**src/rtl/zbus_io_sequencer_if.sv**
```systemverilog
// ZX-bus I/O sequencer bus bundle: raw Z80 strobes and slot claims in,
// daisy-chain IORQs, free-bus drive, owner and internal strobes out.
interface zbus_io_sequencer_if;
    logic       iorq_n;
    logic       rd_n;
    logic       wr_n;
    logic       m1_n;
    logic       porthit;
    logic       iorqge1;
    logic       iorqge2;
    logic       iorq1_n;
    logic       iorq2_n;
    logic       drive_ff;
    logic [1:0] owner;
    logic       io_rd_stb;
    logic       io_wr_stb;
    logic       inta_stb;
    logic       busy;

    // Sequencer side
    modport slave (
        input  iorq_n, rd_n, wr_n, m1_n, porthit, iorqge1, iorqge2,
        output iorq1_n, iorq2_n, drive_ff, owner, io_rd_stb, io_wr_stb,
               inta_stb, busy
    );

    // Z80 pins / slot logic side
    modport master (
        output iorq_n, rd_n, wr_n, m1_n, porthit, iorqge1, iorqge2,
        input  iorq1_n, iorq2_n, drive_ff, owner, io_rd_stb, io_wr_stb,
               inta_stb, busy
    );
endinterface

```
**src/rtl/zbus_io_sequencer.sv**
```systemverilog
// ZX-bus I/O cycle sequencer: synchronises the Z80 strobes into fclk,
// waits a settle window for IORQGE, then hands the cycle to the internal
// decoder, slot 1, slot 2 or the free bus (0xFF) and drives the chain.
module zbus_io_sequencer #(
    parameter int SETTLE = 3,
    parameter int CNT_W  = 2
) (
    input  logic                fclk,
    input  logic                rst_n,
    zbus_io_sequencer_if.slave  bus
);

    typedef enum logic [2:0] {
        ST_IDLE, ST_SETTLE, ST_ARB, ST_ACTIVE, ST_INTA, ST_DONE
    } state_t;

    state_t             state;
    logic [CNT_W-1:0]   cnt;
    logic               armed;
    logic [1:0]         sync_fill;

    logic m_iorq_n, m_rd_n, m_wr_n, m_m1_n;
    logic s_iorq_n, s_rd_n, s_wr_n, s_m1_n;
    logic r_porthit, r_iorqge1, r_iorqge2;

    // Two-flop synchronisers for the asynchronous Z80 strobes (idle high)
    always_ff @(posedge fclk) begin
        if (!rst_n) begin
            m_iorq_n  <= 1'b1;
            m_rd_n    <= 1'b1;
            m_wr_n    <= 1'b1;
            m_m1_n    <= 1'b1;
            s_iorq_n  <= 1'b1;
            s_rd_n    <= 1'b1;
            s_wr_n    <= 1'b1;
            s_m1_n    <= 1'b1;
            sync_fill <= 2'b00;
        end else begin
            m_iorq_n  <= bus.iorq_n;
            m_rd_n    <= bus.rd_n;
            m_wr_n    <= bus.wr_n;
            m_m1_n    <= bus.m1_n;
            s_iorq_n  <= m_iorq_n;
            s_rd_n    <= m_rd_n;
            s_wr_n    <= m_wr_n;
            s_m1_n    <= m_m1_n;
            sync_fill <= {sync_fill[0], 1'b1};
        end
    end

    // Single register stage on the claim lines from decoder and slots
    always_ff @(posedge fclk) begin
        if (!rst_n) begin
            r_porthit <= 1'b0;
            r_iorqge1 <= 1'b0;
            r_iorqge2 <= 1'b0;
        end else begin
            r_porthit <= bus.porthit;
            r_iorqge1 <= bus.iorqge1;
            r_iorqge2 <= bus.iorqge2;
        end
    end

    // Cycle FSM with registered chain, drive, owner and strobe outputs
    always_ff @(posedge fclk) begin
        if (!rst_n) begin
            state         <= ST_IDLE;
            cnt           <= '0;
            armed         <= 1'b0;
            bus.iorq1_n   <= 1'b1;
            bus.iorq2_n   <= 1'b1;
            bus.drive_ff  <= 1'b0;
            bus.owner     <= 2'd0;
            bus.io_rd_stb <= 1'b0;
            bus.io_wr_stb <= 1'b0;
            bus.inta_stb  <= 1'b0;
            bus.busy      <= 1'b0;
        end else begin
            bus.io_rd_stb <= 1'b0;
            bus.io_wr_stb <= 1'b0;
            bus.inta_stb  <= 1'b0;
            // The synchroniser reset value (1) is not a real observation of
            // IORQ high, so arming waits until the pipeline holds pin data.
            if (s_iorq_n && sync_fill[1]) begin
                armed <= 1'b1;
            end
            case (state)
                ST_IDLE: begin
                    if (armed && !s_iorq_n) begin
                        bus.busy <= 1'b1;
                        if (s_m1_n) begin
                            state <= ST_SETTLE;
                            cnt   <= CNT_W'(SETTLE - 1);
                        end else begin
                            state        <= ST_INTA;
                            bus.drive_ff <= 1'b1;
                            bus.iorq1_n  <= 1'b1;
                            bus.iorq2_n  <= 1'b1;
                            bus.inta_stb <= 1'b1;
                        end
                    end
                end
                ST_SETTLE: begin
                    if (s_iorq_n) begin
                        state    <= ST_IDLE;
                        bus.busy <= 1'b0;
                    end else if (cnt == '0) begin
                        state <= ST_ARB;
                        if (r_porthit) begin
                            bus.owner <= 2'd0;
                            if (!s_rd_n) begin
                                bus.io_rd_stb <= 1'b1;
                            end else if (!s_wr_n) begin
                                bus.io_wr_stb <= 1'b1;
                            end
                        end else if (r_iorqge1) begin
                            bus.owner <= 2'd1;
                        end else if (r_iorqge2) begin
                            bus.owner <= 2'd2;
                        end else begin
                            bus.owner <= 2'd3;
                        end
                    end else begin
                        cnt <= cnt - 1'b1;
                    end
                end
                ST_ARB: begin
                    state        <= ST_ACTIVE;
                    bus.iorq1_n  <= (bus.owner == 2'd0);
                    bus.iorq2_n  <= (bus.owner <= 2'd1);
                    bus.drive_ff <= (bus.owner == 2'd3) && !s_rd_n;
                end
                ST_ACTIVE: begin
                    if (s_iorq_n) begin
                        state        <= ST_DONE;
                        bus.iorq1_n  <= 1'b1;
                        bus.iorq2_n  <= 1'b1;
                        bus.drive_ff <= 1'b0;
                        bus.owner    <= 2'd0;
                    end else begin
                        bus.drive_ff <= (bus.owner == 2'd3) && !s_rd_n;
                    end
                end
                ST_INTA: begin
                    if (s_iorq_n) begin
                        state        <= ST_DONE;
                        bus.iorq1_n  <= 1'b1;
                        bus.iorq2_n  <= 1'b1;
                        bus.drive_ff <= 1'b0;
                        bus.owner    <= 2'd0;
                    end
                end
                ST_DONE: begin
                    state    <= ST_IDLE;
                    bus.busy <= 1'b0;
                end
                default: begin
                    state    <= ST_IDLE;
                    bus.busy <= 1'b0;
                end
            endcase
        end
    end

endmodule

```
**src/flat_wrapper.sv**
```systemverilog
// flat-port wrapper written by rule: the top's interface ports become plain ports
module zbus_io_sequencer_flat 
#(
    parameter int SETTLE = 3,
    parameter int CNT_W  = 2
)
  (fclk, rst_n, bus_iorq_n, bus_rd_n, bus_wr_n, bus_m1_n, bus_porthit, bus_iorqge1, bus_iorqge2, bus_iorq1_n, bus_iorq2_n, bus_drive_ff, bus_owner, bus_io_rd_stb, bus_io_wr_stb, bus_inta_stb, bus_busy);
  zbus_io_sequencer_if bus_i ();
  input  logic fclk;
  input  logic rst_n;
  input wire logic [$bits(bus_i.iorq_n)-1:0] bus_iorq_n;
  input wire logic [$bits(bus_i.rd_n)-1:0] bus_rd_n;
  input wire logic [$bits(bus_i.wr_n)-1:0] bus_wr_n;
  input wire logic [$bits(bus_i.m1_n)-1:0] bus_m1_n;
  input wire logic [$bits(bus_i.porthit)-1:0] bus_porthit;
  input wire logic [$bits(bus_i.iorqge1)-1:0] bus_iorqge1;
  input wire logic [$bits(bus_i.iorqge2)-1:0] bus_iorqge2;
  output wire logic [$bits(bus_i.iorq1_n)-1:0] bus_iorq1_n;
  output wire logic [$bits(bus_i.iorq2_n)-1:0] bus_iorq2_n;
  output wire logic [$bits(bus_i.drive_ff)-1:0] bus_drive_ff;
  output wire logic [$bits(bus_i.owner)-1:0] bus_owner;
  output wire logic [$bits(bus_i.io_rd_stb)-1:0] bus_io_rd_stb;
  output wire logic [$bits(bus_i.io_wr_stb)-1:0] bus_io_wr_stb;
  output wire logic [$bits(bus_i.inta_stb)-1:0] bus_inta_stb;
  output wire logic [$bits(bus_i.busy)-1:0] bus_busy;
  assign bus_i.iorq_n = bus_iorq_n;
  assign bus_i.rd_n = bus_rd_n;
  assign bus_i.wr_n = bus_wr_n;
  assign bus_i.m1_n = bus_m1_n;
  assign bus_i.porthit = bus_porthit;
  assign bus_i.iorqge1 = bus_iorqge1;
  assign bus_i.iorqge2 = bus_iorqge2;
  assign bus_iorq1_n = bus_i.iorq1_n;
  assign bus_iorq2_n = bus_i.iorq2_n;
  assign bus_drive_ff = bus_i.drive_ff;
  assign bus_owner = bus_i.owner;
  assign bus_io_rd_stb = bus_i.io_rd_stb;
  assign bus_io_wr_stb = bus_i.io_wr_stb;
  assign bus_inta_stb = bus_i.inta_stb;
  assign bus_busy = bus_i.busy;
  zbus_io_sequencer #(.SETTLE(SETTLE), .CNT_W(CNT_W)) u_core (.fclk(fclk), .rst_n(rst_n), .bus(bus_i));
endmodule
```
**config.mk**
```make
export PLATFORM = sky130hd
export DESIGN_NAME = zbus_io_sequencer_flat
export DESIGN_NICKNAME = d
export VERILOG_FILES = /design/src/rtl/zbus_io_sequencer_if.sv /design/src/rtl/zbus_io_sequencer.sv /design/src/flat_wrapper.sv
export SDC_FILE = /design/constraint.sdc
export NUM_CORES = 1
export LEC_CHECK = 0
export CAP_MARGIN = 20
export CORE_MARGIN = 1
export CORE_UTILIZATION = 55
export CTS_BUF_LIST = sky130_fd_sc_hd__clkbuf_4 sky130_fd_sc_hd__clkbuf_8 sky130_fd_sc_hd__clkbuf_16
export CTS_CLUSTER_DIAMETER = 200
export DETAILED_ROUTE_END_ITERATION = 10
export HOLD_SLACK_MARGIN = 0.05
export PLACE_DENSITY = 0.81
export SKIP_LAST_GASP = 1
export SLEW_MARGIN = 20
export SYNTH_ARGS = -nofsm -noshare
export SYNTH_HDL_FRONTEND = slang
export SYNTH_SLANG_ARGS = --single-unit
```
**constraint.sdc**
```tcl
create_clock -name fclk -period 2.2 [get_ports fclk]
set_input_delay 0.44 -clock fclk [delete_from_list [all_inputs] [get_ports fclk]]
set_output_delay 0.44 -clock fclk [all_outputs]
set_load 0.005 [all_outputs]
```
-- Word level (Yosys, flattened, before mapping)
Cells that the tools add are included.
- output and inout bits: 9
- bits of input ports: 9
- register bits after elaboration: 28
- word-level logic and storage cells: 102
- eq/ne operators: 15
- reduce and logical (&&, ||, !) cells: 23
- muxes and demuxes: 32
- $add $sub $neg: 1
- bitwise operators: 6
- magnitude comparators: 1
- operators by type and width (kind ; count):
    $mux 2 ; 9
    $mux 3 ; 5
    $ne 2x1->1 const B ; 6
    $pmux 3 s4 ; 1
    $reduce_and 4->1 ; 3
    $mux 1 ; 11
    $pmux 1 s3 ; 3
    $reduce_and 3->1 ; 3
    $pmux 2 s2 ; 2
    $eq 3x2->1 const B ; 2
    $ne 2x2->1 const B ; 3
    $not 1->1 ; 6
    $reduce_or 6->1 ; 1
    $reduce_and 5->1 ; 1
    $reduce_or 5->1 ; 1
    $logic_not 2->1 ; 2
    $pmux 1 s4 ; 1
    $reduce_bool 2->1 ; 2
    $reduce_bool 4->1 ; 1
    $eq 3x1->1 const B ; 1
    $eq 3x3->1 const B ; 1
    $logic_and 1x1->1 ; 3
    $logic_not 3->1 ; 1
    $ne 3x1->1 const B ; 1
    7 further kinds ; 8

-- Longest topological paths before layout
Gate-level depths: netlist of run 1.
- depth in word-level cells: 6
- mapped depth: 6
- mapped depth without buffers: 6

-- Worst setup path after synthesis of run 1
Ideal clock, no wire load.
- kind: reg2reg
- from: reg u_core.cnt[0]
- to: reg u_core.bus.owner[0]
- slack: 0.974 ns
- stages on the path, launching flop included: 7
- data required time: 2.128 ns
- library setup time: 0.072 ns
- buffers on the path: 0
- period minus slack after synthesis: 1.226 ns
- data arrival time: 1.154 ns
- cell sequence: dfxtp_1 > inv_1 > ha_1 > nand4bb_1 > o31ai_1 > a21oi_1 > mux2i_1
- longest elaborated chain between the ends: 3
- ends and longest elaborated chain (element ; line ; RTL):
    from (decl) ; zbus_io_sequencer.sv:18 ; logic [CNT_W-1:0] cnt;
    from (signal assigned) ; zbus_io_sequencer.sv:93 ; cnt <= CNT_W'(SETTLE - 1);
    from (signal assigned) ; zbus_io_sequencer.sv:124 ; cnt <= cnt - 1'b1;
    $logic_not 2->1 ; zbus_io_sequencer.sv:107 ; end else if (cnt == '0) begin
    $ne 2x1->1 (no line) ; - ;
    $reduce_and 4->1 (no line) ; - ;
    to (signal assigned) ; zbus_io_sequencer.sv:110 ; bus.owner <= 2'd0;
    to (signal assigned) ; zbus_io_sequencer.sv:117 ; bus.owner <= 2'd1;
    to (signal assigned) ; zbus_io_sequencer.sv:119 ; bus.owner <= 2'd2;
    to (decl) ; zbus_io_sequencer_if.sv:23 ; output iorq1_n, iorq2_n, drive_ff, owner, io_rd_stb, io_wr_stb,
Every way passes these cells.
A chain may end at the register's enable or synchronous reset.

-- Worst setup path in the final report of run 1
- from: reg u_core.bus.owner[1]
- to: out bus_owner[1]
- RTL lines (element ; line ; RTL):
    from (signal assigned) ; zbus_io_sequencer.sv:73 ; bus.owner <= 2'd0;
    from (signal assigned) ; zbus_io_sequencer.sv:110 ;
    from (signal assigned) ; zbus_io_sequencer.sv:117 ;
    to (decl) ; flat_wrapper.sv:21 ; output wire logic [$bits(bus_i.owner)-1:0] bus_owner;
No word-level cell between the ends.

==> results of run 1 <==
-- registers in the layout (all words and copies together) (netlist names), 2 cells and up --
signal,cells
u_core.cnt,2
u_core.bus.owner,2
u_core.sync_fill,2
u_core.state,3
-- report_power, final --
| group | internal (W) | switching (W) | leakage [nW] |
|---|---|---|---|
| combinational | 0.0000867 | 0.0000648 | 0.286 |
| sequential | 0.000536 | 0.0000375 | 0.230 |
| clock | 0.000101 | 0.000138 | 0.0210 |
-- metal layers --
layer	vias up	GRT usage (%)	wire length, um
met5	-	0	0
met4	0	6.67	0
met3	0	2.22	50
met2	18	30.1	918
met1	402	23.0	865
li1	430	-	-
-- synthesized netlist by cell type, drive strengths merged, types with 3 or more instances --
library cell   n
inv            8
dfxtp         28
and4b          3
nand2b        10
buf            4
nand2          6
nor2           5
a21oi          5
nand3b         3
and2           5
nor3b          3
nor2b          7
mux2i          4
-- area by class of cell --
| type | count | area, um2 | area share (%) |
|---|---|---|---|
| clock buffer | 4 | 36.3 | 2.64 |
| inverter | 8 | 30.0 | 2.18 |
| multi-input combinational | 73 | 537 | 39.0 |
| sequential | 28 | 561 | 40.8 |
| tap | 27 | 33.8 | 2.46 |
| timing repair buffer | 18 | 178 | 12.9 |
-- worst max path at each step --
stage | slack (ns) | from | cells past startpoint | end
4_1_cts | 0.51 | u_core.bus.owner[1]$_SDFFE_PN0P_ | 1 | bus_owner[1]
3_5_place_dp | 0.42 | rst_n | 5 | u_core.bus.owner[0]$_SDFFE_PN0P_
6_report | 0.52 | u_core.bus.owner[1]$_SDFFE_PN0P_ | 1 | bus_owner[1]
5_1_grt | 0.44 | u_core.bus.owner[1]$_SDFFE_PN0P_ | 1 | bus_owner[1]
2_1_floorplan | 0.97 | u_core.cnt[0]$_SDFFE_PN0P_ | 6 | u_core.bus.owner[0]$_SDFFE_PN0P_
3_3_place_gp | 0.51 | rst_n | 3 | u_core.state[1]$_SDFFE_PN0P_
-- layout by cell type (no fill, tap or decap) --
cell type	count
dfxtp_1	28
clkdlybuf4s50_1	17
nand2b_1	10
inv_1	7
nor2b_1	7
nand2_1	6
and2_1	5
nor2_1	5
a21oi_1	5
mux2i_1	4
and4b_1	3
nand3b_1	3
clkbuf_4	3
o21ai_0	2
nor3b_2	2
o21a_1	2
o22a_1	2
a2111oi_0	1
o211ai_1	1
and3b_2	1
o211ai_2	1
a221oi_1	1
and4bb_1	1
a211oi_2	1
a221oi_2	1
inv_2	1
nand4bb_1	1
o31ai_1	1
o211a_1	1
o221a_2	1
o221ai_1	1
nand4_1	1
nor3b_1	1
nor4bb_1	1
ha_1	1
clkbuf_8	1
buf_4	1
-- logic make-up (layout without fill, tap and decap cells) --
logic type,count (synthesis),after routing,share of synthesized area [%]
AND/OR/NAND/NOR,47,47,26.8
flip-flops,28,28,47.8
AO/OA/AOI/OAI,21,21,14.5
buffers and inverters,14,30,6.40
multiplexers,4,4,3.42
adder cells (fa/ha/maj),1,1,1.07
-- through the flow --
| step | util (%) | worst slack, ns |
|---|---|---|
| after detailed placement | 67.6 | 0.420 |
| after floorplan | - | 0.974 |
| final | 69.4 | 0.518 |
| after global routing | 69.4 | 0.442 |
| after CTS | 69.4 | 0.506 |
| after global placement | 67.6 | 0.506 |
==> flow_summary.toml, run 1 <==
[placed_design]
placed_area_mm2 = 0.00134
place.gp.congestion = 0.855
io_buffers = 17
placed_cells_incl_taps = 154
place_hpwl_um = 1320

[worst_setup_path]
crit_family = "buffers and inverters"
critPathBufInv = 1
worstPathArrival_ns = 1.24
critPathCaptureType = "primary output"
start_kind = "flip-flop"
rr_worst_depth = 4
r2r_end = "u_core.bus.drive_ff$_SDFFE_PN0P_"
r2r-start = "u_core.state[0]$_SDFFE_PN0P_"
slowest_delay_ns = 0.52
r2r_setup_slack_ns = 0.64
slowest_stage = "clkdlybuf4s50_1"
crit_fanout = 5
critical_path_class = "reg2out"
cp_data_required_time_ns = 1.76
path_cells = "clkdlybuf4s50_1"

[synth]
synth_top_area_share_pct = 47.8
yosysSeqAreaShare_pct = 47.8
async_flop_share_pct = 0
synth_warnings = 0
synth-seq-cells = 28
netlist_instances = 115
synth_area_leaders = "dfxtp_1, nand2b_1, nor2b_1, mux2i_1, and2_1"
netlist_area_mm2 = 0.00117
syn_area_per_cell_um2 = 10.2
synth-edff-count = 0
ys_types = 36
synth_top_area_cell = "dfxtp_1"
synth_nets = 125
synth_ff_type = "dfxtp_1"

[hold_path]
whs_endpoint = "u_core.bus.io_wr_stb$_SDFF_PP0_"
min_from = "u_core.s_wr_n$_SDFF_PN1_"
hp-class = "reg2reg"
hold_depth = 1

[detailed_routing]
drc = 0
drtAntennaViolNets = 0
drt_iter0_markers = 25
routed_via_density = 5.38
wl_per_cell_um = 11.6
dr.pass1.iters = 4
vias = 850
drt_wl_total_um = 1830

[cells_and_area]
final_cells = 158
layout.nets = 142
synthToLayoutAreaGrowth_pct = 17.3
fillers = 148
design_area_mm2 = 0.00138
post_route_cells_drive_above_1_share_pct = 9.92
antenna_cells = 0

[power]
peakVddDrop_v = 0.000522
leakage_nw = 0.536
power_w = 0.000964
power_density_mw_per_mm2 = 701

[sta]
setup_tns_ns = 0
fmax_mhz = 595
post-route-period-util_pct = 76.4
fin_crit_ns = 1.68
setup_viol = 0
rsz0062_at_grt = "false"
tightest_slew_ns = 0.507
hold_ws_ns = 0.401
slew_headroom_pct = 66.2
hold_viol = 0
finClkSkew_ns = 0.00557
drv_slew = 0

[clocking]
tritoncts = "built"
cts_root_buffer = "clkbuf_4"
h-tree-depth = 1
clkTransAtPathRegs_ns = 0.14
postCtsHoldBufs = 0
cts_max_path_buffers = 2
cts_resized = 0
clock_latency_ns = 0.31
cts_buffers = 3
cts_setup_buffers = 0
cts.sinks = 28

[die]
rows = 16
die_x_um = 48.2
pin_count = 18
die_area_mm2 = 0.00232
core_mm2 = 0.00198
initial_core_util_pct = 59.2
die_h_um = 48.2

[global_route]
grt_pass1_wl_um = 2880
grt_max_degree = 21
grt_util_all_layers_pct = 17.8
antenna_found_initial = 0
grt_pass1_vias = 701
grt.overflow.total = 0

[job]
max_cap_viol_count = 0

[outcome]
status = "finished clean"
No activity file was read; power rests on OpenSTA's default activity.
==> run 2: changes to the inputs <==
CORE_UTILIZATION = 51   (was 55)
PLACE_DENSITY = 0.76   (was 0.81)
clock period = 1.6 ns   (was 2.2 ns; I/O delays follow)
==> flow_summary.toml, run 2 (synthesis gave the netlist of run 1 again) <==
[die]
die_area_mm2 = 0.00249
rows = 16
core_mm2 = 0.00206
pin_count = 18
die_h_um = 49.9
initial_core_util_pct = 56.9
die_x_um = 49.9

[cells_and_area]
multi_input_area_um2 = 537
largest_reg_flops = 3
final_common_cell = "dfxtp_1"
post-route-util_pct = 67.6
fillers = 180
mostFrequentLayoutCells = "dfxtp_1, clkdlybuf4s50_1, nand2b_1"
largest_register = "u_core.state"
seqCellArea_um2 = 563
final_cells = 161
post_route_cells_drive_above_1_share_pct = 13.4
synthToLayoutAreaGrowth_pct = 18.9
layout.nets = 146
antenna_cells = 0

[worst_setup_path]
path_cells = "clkdlybuf4s50_1"
crit_fanout = 5
critPathLaunch = "u_core.bus.owner[1]$_SDFFE_PN0P_"
start_kind = "flip-flop"
critPathBufInv = 1
r2r_end = "u_core.bus.drive_ff$_SDFFE_PN0P_"
r2r_setup_slack_ns = 0.13
r2r-start = "u_core.state[0]$_SDFFE_PN0P_"
worstPathArrival_ns = 1.21
crit_family = "buffers and inverters"
slowest_stage = "clkdlybuf4s50_1"
cp.depth = 1
rr_worst_depth = 4
crit_end = "bus_owner[1]"
slowest_delay_ns = 0.50
cp_data_required_time_ns = 1.28
critical_path_class = "reg2out"
critPathCaptureType = "primary output"

[sta]
fin_crit_ns = 1.53
setup_slack_ns = 0.0740
fmax_mhz = 655
finClkSkew_ns = 0.000811
post-route-period-util_pct = 95.4
setup_viol = 0
tightest_slew_ns = 0.418
drv_slew = 0
setup_tns_ns = 0
rsz0062_at_grt = "false"
slew_headroom_pct = 72.1
hold_viol = 0

[clocking]
tritoncts = "built"
clock_latency_ns = 0.32
clkTransAtPathRegs_ns = 0.14
cts_buffers = 3
h-tree-depth = 1
cts.sinks = 28
cts_root_buffer = "clkbuf_4"
cts_max_path_buffers = 2

[global_route]
grt_pass1_vias = 815
grt_pass1_wl_um = 3490
grt_max_degree = 15
antenna_found_initial = 0
grt.overflow.total = 0
grt_util_all_layers_pct = 18.3

[detailed_routing]
drt_iter0_markers = 15
wl_met3_um = 57
drt_wl_total_um = 2010
wl_met1_um = 928
vias = 847
wl_per_cell_um = 12.5
drc = 0
drtAntennaViolNets = 0
maxUsedRoutingLayer = "met4"
dr.pass1.iters = 4
wl_met2_um = 978
routed_via_density = 5.26

[power]
leakage_nw = 0.551
power_density_mw_per_mm2 = 931
peakVddDrop_v = 0.000630
power_w = 0.00130

[placed_design]
placed_cells_incl_taps = 158
pre_cts_slack_ns = 0.130
place.gp.congestion = 0.835
place_hpwl_um = 1510
io_buffers = 17

[outcome]
status = "finished clean"

[hold_path]
hp-class = "reg2reg"

[job]
max_cap_viol_count = 0
==> run 2: changes by cell type in the layout (fill, tap and decap cells not counted), sizes merged <==
cell / before / now
clkbuf: 4 / 3
buf: 1 / 5
==> run 2: final cells by class <==
type	count	area share, %
tap	27	2.42
multi-input combinational	73	38.5
inverter	8	2.15
sequential	28	40.4
clock buffer	3	1.62
timing repair buffer	22	14.9
==> run 2: worst min path at each step <==
stage	slack [ns]	start	cells past startpoint	endpoint
6_report	0.41	u_core.s_wr_n$_SDFF_PN1_	1	u_core.bus.io_wr_stb$_SDFF_PP0_
5_1_grt	0.41	u_core.s_wr_n$_SDFF_PN1_	1	u_core.bus.io_wr_stb$_SDFF_PP0_
3_3_place_gp	0.38	u_core.s_wr_n$_SDFF_PN1_	1	u_core.bus.io_wr_stb$_SDFF_PP0_
3_5_place_dp	0.39	u_core.s_wr_n$_SDFF_PN1_	1	u_core.bus.io_wr_stb$_SDFF_PP0_
2_1_floorplan	0.35	rst_n	0	u_core.sync_fill[0]$_DFF_P_
4_1_cts	0.41	u_core.s_wr_n$_SDFF_PN1_	1	u_core.bus.io_wr_stb$_SDFF_PP0_
==> run 2: per-stage QoR <==
stage                     hold WS (ns)  area, um2
after detailed placement         0.388       1370
after floorplan                  0.348       1170
after global placement           0.377       1370
after CTS                        0.408       1390
after global routing             0.413       1390
final                            0.407       1390
==> run 2: report_power, final <==
| part | switching [W] | leakage [nW] | total, W | internal (W) |
|---|---|---|---|---|
| Combinational | 0.000102 | 0.307 | 0.000234 | 0.000132 |
| Clock | 0.000192 | 0.0138 | 0.000281 | 0.0000883 |
| Sequential | 0.0000454 | 0.231 | 0.000783 | 0.000738 |
==> run 2: routing by layer <==
layer | vias up | track usage (%)
li1 | 437 | -
met1 | 387 | 21.8
met2 | 17 | 31.8
met3 | 6 | 4.01
met4 | 0 | 7.14
met5 | - | 0
==> run 2: timing repair <==
action,CTS,global route
resized for setup,0,2
hold buffers,0,0
buffers inserted,0,0
setup endpoints to repair,0,2
